## src/rtl/midi_pkg.sv

```systemverilog
// Shared MIDI decoder definitions: status type codes, parser states and the
// byte value at which realtime messages begin.
package midi_pkg;

  localparam logic [2:0] NOTE_OFF = 3'h0;
  localparam logic [2:0] NOTE_ON  = 3'h1;
  localparam logic [2:0] POLY_AT  = 3'h2;
  localparam logic [2:0] CC       = 3'h3;
  localparam logic [2:0] PROG     = 3'h4;
  localparam logic [2:0] CH_AT    = 3'h5;
  localparam logic [2:0] PITCH    = 3'h6;

  localparam logic [7:0] RT_THRESHOLD = 8'hF8;

  typedef enum logic [1:0] {
    IDLE,
    DATA1,
    DATA2
  } state_t;

endpackage

```

## src/rtl/midi_decoder.sv

```systemverilog
// Single-channel MIDI channel-voice parser feeding the nco: monophonic,
// last-note-wins note state plus program, with running status and SysEx skip.
module midi_decoder
  import midi_pkg::*;
#(
  parameter int unsigned CHANNEL = 0
) (
  input  logic       clk,
  input  logic       rst,
  input  logic [7:0] rx_data,
  input  logic       rx_valid,
  output logic [6:0] note_num,
  output logic [6:0] note_vel,
  output logic [6:0] program_num,
  output logic       update
);

  localparam logic [3:0] CH = 4'(CHANNEL);

  state_t     state, state_d;
  logic [2:0] type_q, type_d;
  logic       match_q, match_d;
  logic [6:0] d1_q, d1_d;
  logic [6:0] num_d, vel_d, prog_d;
  logic       upd_d;

  logic       is_rt, is_syscom, is_chan;
  logic       done;
  logic [6:0] c_d1, c_d2;

  assign is_rt     = (rx_data >= RT_THRESHOLD);
  assign is_syscom = (rx_data[7:4] == 4'hF) && !is_rt;
  assign is_chan   = rx_data[7] && (rx_data[7:4] != 4'hF);

  always_comb begin
    state_d = state;
    type_d  = type_q;
    match_d = match_q;
    d1_d    = d1_q;
    num_d   = note_num;
    vel_d   = note_vel;
    prog_d  = program_num;
    upd_d   = 1'b0;
    done    = 1'b0;
    c_d1    = d1_q;
    c_d2    = '0;

    if (rx_valid && !is_rt) begin
      if (is_syscom) begin
        state_d = IDLE;
      end else if (is_chan) begin
        type_d  = rx_data[6:4];
        match_d = (rx_data[3:0] == CH);
        state_d = DATA1;
      end else begin
        case (state)
          DATA1: begin
            d1_d = rx_data[6:0];
            if (type_q == PROG || type_q == CH_AT) begin
              done = 1'b1;
              c_d1 = rx_data[6:0];
            end else begin
              state_d = DATA2;
            end
          end
          DATA2: begin
            done    = 1'b1;
            c_d2    = rx_data[6:0];
            state_d = DATA1;
          end
          default: ;
        endcase
      end
    end

    // Note-on with zero velocity is folded into the note-off path.
    if (done && match_q) begin
      if (type_q == NOTE_ON && c_d2 != '0) begin
        num_d = c_d1;
        vel_d = c_d2;
        upd_d = 1'b1;
      end else if (type_q == NOTE_ON || type_q == NOTE_OFF) begin
        if (c_d1 == note_num) begin
          vel_d = '0;
          upd_d = 1'b1;
        end
      end else if (type_q == PROG) begin
        prog_d = c_d1;
        upd_d  = 1'b1;
      end
    end
  end

  always_ff @(posedge clk) begin
    if (rst) begin
      state       <= IDLE;
      type_q      <= '0;
      match_q     <= 1'b0;
      d1_q        <= '0;
      note_num    <= '0;
      note_vel    <= '0;
      program_num <= '0;
      update      <= 1'b0;
    end else begin
      state       <= state_d;
      type_q      <= type_d;
      match_q     <= match_d;
      d1_q        <= d1_d;
      note_num    <= num_d;
      note_vel    <= vel_d;
      program_num <= prog_d;
      update      <= upd_d;
    end
  end

endmodule
```

## config.mk

```make
export PLATFORM = sky130hd
export DESIGN_NAME = midi_decoder
export DESIGN_NICKNAME = d
export VERILOG_FILES = /design/src/rtl/midi_pkg.sv /design/src/rtl/midi_decoder.sv
export SDC_FILE = /design/constraint.sdc
export NUM_CORES = 1
export LEC_CHECK = 0
export CAP_MARGIN = 40
export CORE_ASPECT_RATIO = 0.9
export CORE_MARGIN = 8
export CORE_UTILIZATION = 54
export DETAILED_ROUTE_END_ITERATION = 8
export GPL_TIMING_DRIVEN = 0
export PLACE_DENSITY_LB_ADDON = 0.25
export SETUP_SLACK_MARGIN = 0.4
export SLEW_MARGIN = 15
export SYNTH_ARGS = -nofsm -noshare
export SYNTH_HDL_FRONTEND = slang
export SYNTH_SLANG_ARGS = --single-unit
export TNS_END_PERCENT = 30
```

## constraint.sdc

```tcl
create_clock -name clk -period 3.45 [get_ports clk]
set_input_delay 0.345 -clock clk [delete_from_list [all_inputs] [get_ports clk]]
set_output_delay 0.345 -clock clk [all_outputs]
set_load 0.01 [all_outputs]
```

==> results.md <==
- Grt total ovfl: 0
- Worst rel slew slack: 0.518
- Skew-Pair Late Insertion Delay: 340 ps
- WL final: 4.14 mm
- Crit path max-delay cell type: a31oi_2
- Max cap viols: 0
- Vias: 1424
- Fin nets: 222
- Die height: 68.2 microns
- TritonCTS clock tree: yes
- Worst Path Buf+Inv: 2
- Worst-path cell chain: inv_1, ha_1, buf_4, nand3b_4, nor2_8, mux2i_1, a221oi_2, a31oi_2, mux2i_1
- Cells after DPL: 244
- Die area: 5040 sq um
- Synth Warn #: 0
- Clock buffer depth: 2
- Outcome: completed
- GRT Total Usage: 0.175
- Largest net degree at the start of global routing: 11
- N_diodes: 0
- Initial antenna violation count: 0
- Register area share after synthesis: 0.429
- Ratio of final minimum period to clock period: 0.678
- Setup TNS: 0 ps
- FMAX: 0.427 GHz
- First-pass DRT Iterations: 5
- Maximum VDD drop: 0.294 mV
- Vias in the first global route: 1485
- Commonest non-fill, non-tap cells in the layout: dfxtp_1 (35), clkdlybuf4s50_1 (32), nor2_1 (25)
- Setup-failing EPs final: 0
- Cell area power density: 367 nW/um^2
- Cts hold-fix bufs: 0
- Required @ worst endpoint: 3710 ps
- DRC: 0
- Critical path data arrival time: 2600 ps
- Initial DRC count: 87
- Synth Instances: 170
- Unrepaired setup endpoints after global routing: no
- Tot Pwr: 0.763 mW
- Clock Skew: 14.1 ps
- CTS H-tree lvls: 2
- Placement Rows: 19
- Least-Margin Pin Slew: 717 ps
- Root Driver: clkbuf_4
- Vias/cell: 5.67
- Placer Congestion: 0.902
- LEAKAGE: 0.763 nW
- Synth unique cells: 40
- Worst hold path class: reg -> reg
- CTS clock-pin slew for the worst setup and hold paths: 90 ps
- Die width: 74.0 microns
- Routed Antenna Nets: 0
- I/O pin cnt: 33
- IO buf count: 32
- Share of cells above drive strength 1: 0.120
- Cell Area, Synth: 1630 sq um
- Non-Filler Instances: 251
- Critical path fanouts, max: 9
- Syn Nets: 183
- Setup CP Type: reg -> reg
- Setup crit end kind: flop
- Area grow syn2layout: 27.2%
- TritonCTS Sinks: 35
- Family with the most delay on the worst path: multiplexers
- Largest area contributor in the netlist: dfxtp_1
- Most common cell after layout, fill and taps aside: dfxtp_1
- Max Transition Viols Final: 0
- Total CTS buffers: 5
- Crit-path max cell delay: 440 ps
- Starting density of the core: 0.550
- Top cell type's share of synthesized area: 0.429
- Quantity of gates resized following cts: 0
- Worst setup SP type: flop
- Global-route wire length before repair: 6.86 mm
- Tmin final: 2340 ps
- DP Wirelength: 3.08 mm
- Mean Syn Cell Area: 9.61 sq um
- Post-synthesis register bit count: 35
- Core Footprint: 2970 sq um
- # Post-CTS Setup Buffers: 0
- Ranking of synthesized cells by area: dfxtp_1 (43%), mux2i_1 (8.6%), a211oi_1 (6.9%)
- CP most frequent cell: mux2i_1
- Final hold violations: 0
- Routed length per instance: 16.5 microns
==> synthesized netlist by cell type (all sizes together) <==
library cell,number
a32oi,1
nand4,1
nor4,1
inv,11
nor2b,2
xor2,1
a211oi,16
nand3,9
clkbuf,2
a32o,6
and4,1
and2b,1
nand3b,1
buf,5
o221ai,1
a31oi,1
ha,2
xnor2,5
or3b,1
mux2i,14
nand2,8
nand2b,1
a222oi,1
o21ai,3
nor3,3
nor2,26
dfxtp,35
a221oi,3
and3b,1
a21oi,6
or2b,1
==> final timing paths <==
path	end	startpoint	cells after the start	slack [ps]
setup / recovery	note_vel[5]$_SDFFE_PP0P_	state[1]$_SDFFE_PP0P_	9	1110
hold / removal	note_vel[5]$_SDFFE_PP0P_	note_vel[5]$_SDFFE_PP0P_	2	490
setup reg to reg	note_vel[5]$_SDFFE_PP0P_	state[1]$_SDFFE_PP0P_	9	1110
hold reg to reg	note_vel[5]$_SDFFE_PP0P_	note_vel[5]$_SDFFE_PP0P_	2	490
==> metrics by stage <==
step / area (sq um) / setup WS [ps] / hold WS, ps / utilization
floorplan: 1630 / 1470 / 449 / -
global placement: 2010 / 880 / 447 / 0.675
detailed placement: 2010 / 810 / 469 / 0.675
CTS: 2080 / 1090 / 479 / 0.699
global route: 2080 / 923 / 522 / 0.699
finish: 2080 / 1110 / 488 / 0.699
==> flip-flops by register name, indices dropped and copies added, names as in the netlist <==
name and flops:
state 2, program_num 7, type_q 3, note_num 7
update 1, d1_q 7, note_vel 7, match_q 1
==> worst min-delay path, cell delays in order, from the launching register on <==
cell and delay [ps]:
dfxtp_1 330, nand2_1 60, mux2i_1 60
==> area by class of cell <==
type,instances,area (sq um)
plain buffers,7,42.5
inverters,11,41.3
flip-flops and latches,35,701
clock inverters,1,30.0
repair buffers,32,320
fillers,242,893
clock buffers,6,41.3
multi-input cells,117,850
well taps,42,52.6
==> power by group <==
group	internal, mW	leakage [nW]	switching [mW]
sequential	0.409	0.283	0.00459
clock	0.149	0.0383	0.132
combinational	0.0285	0.442	0.0404
==> kinds of logic after synthesis <==
logic type      after synthesis  synth area share
mux                          14            0.0858
fa+ha+maj                     2            0.0153
flops                        35             0.429
compound gates               38             0.196
xor+xnor                      6            0.0322
buf+inv                      18            0.0513
simple gates                 57             0.191
==> routing by layer <==
metal	vias to the layer above	GRT usage	wire, microns
li1	692	-	-
met1	681	0.202	1790
met2	44	0.304	2050
met3	7	0.0425	242
met4	0	0.0721	55
met5	-	0	0
Note: power is estimated with default switching activity, not from simulation.
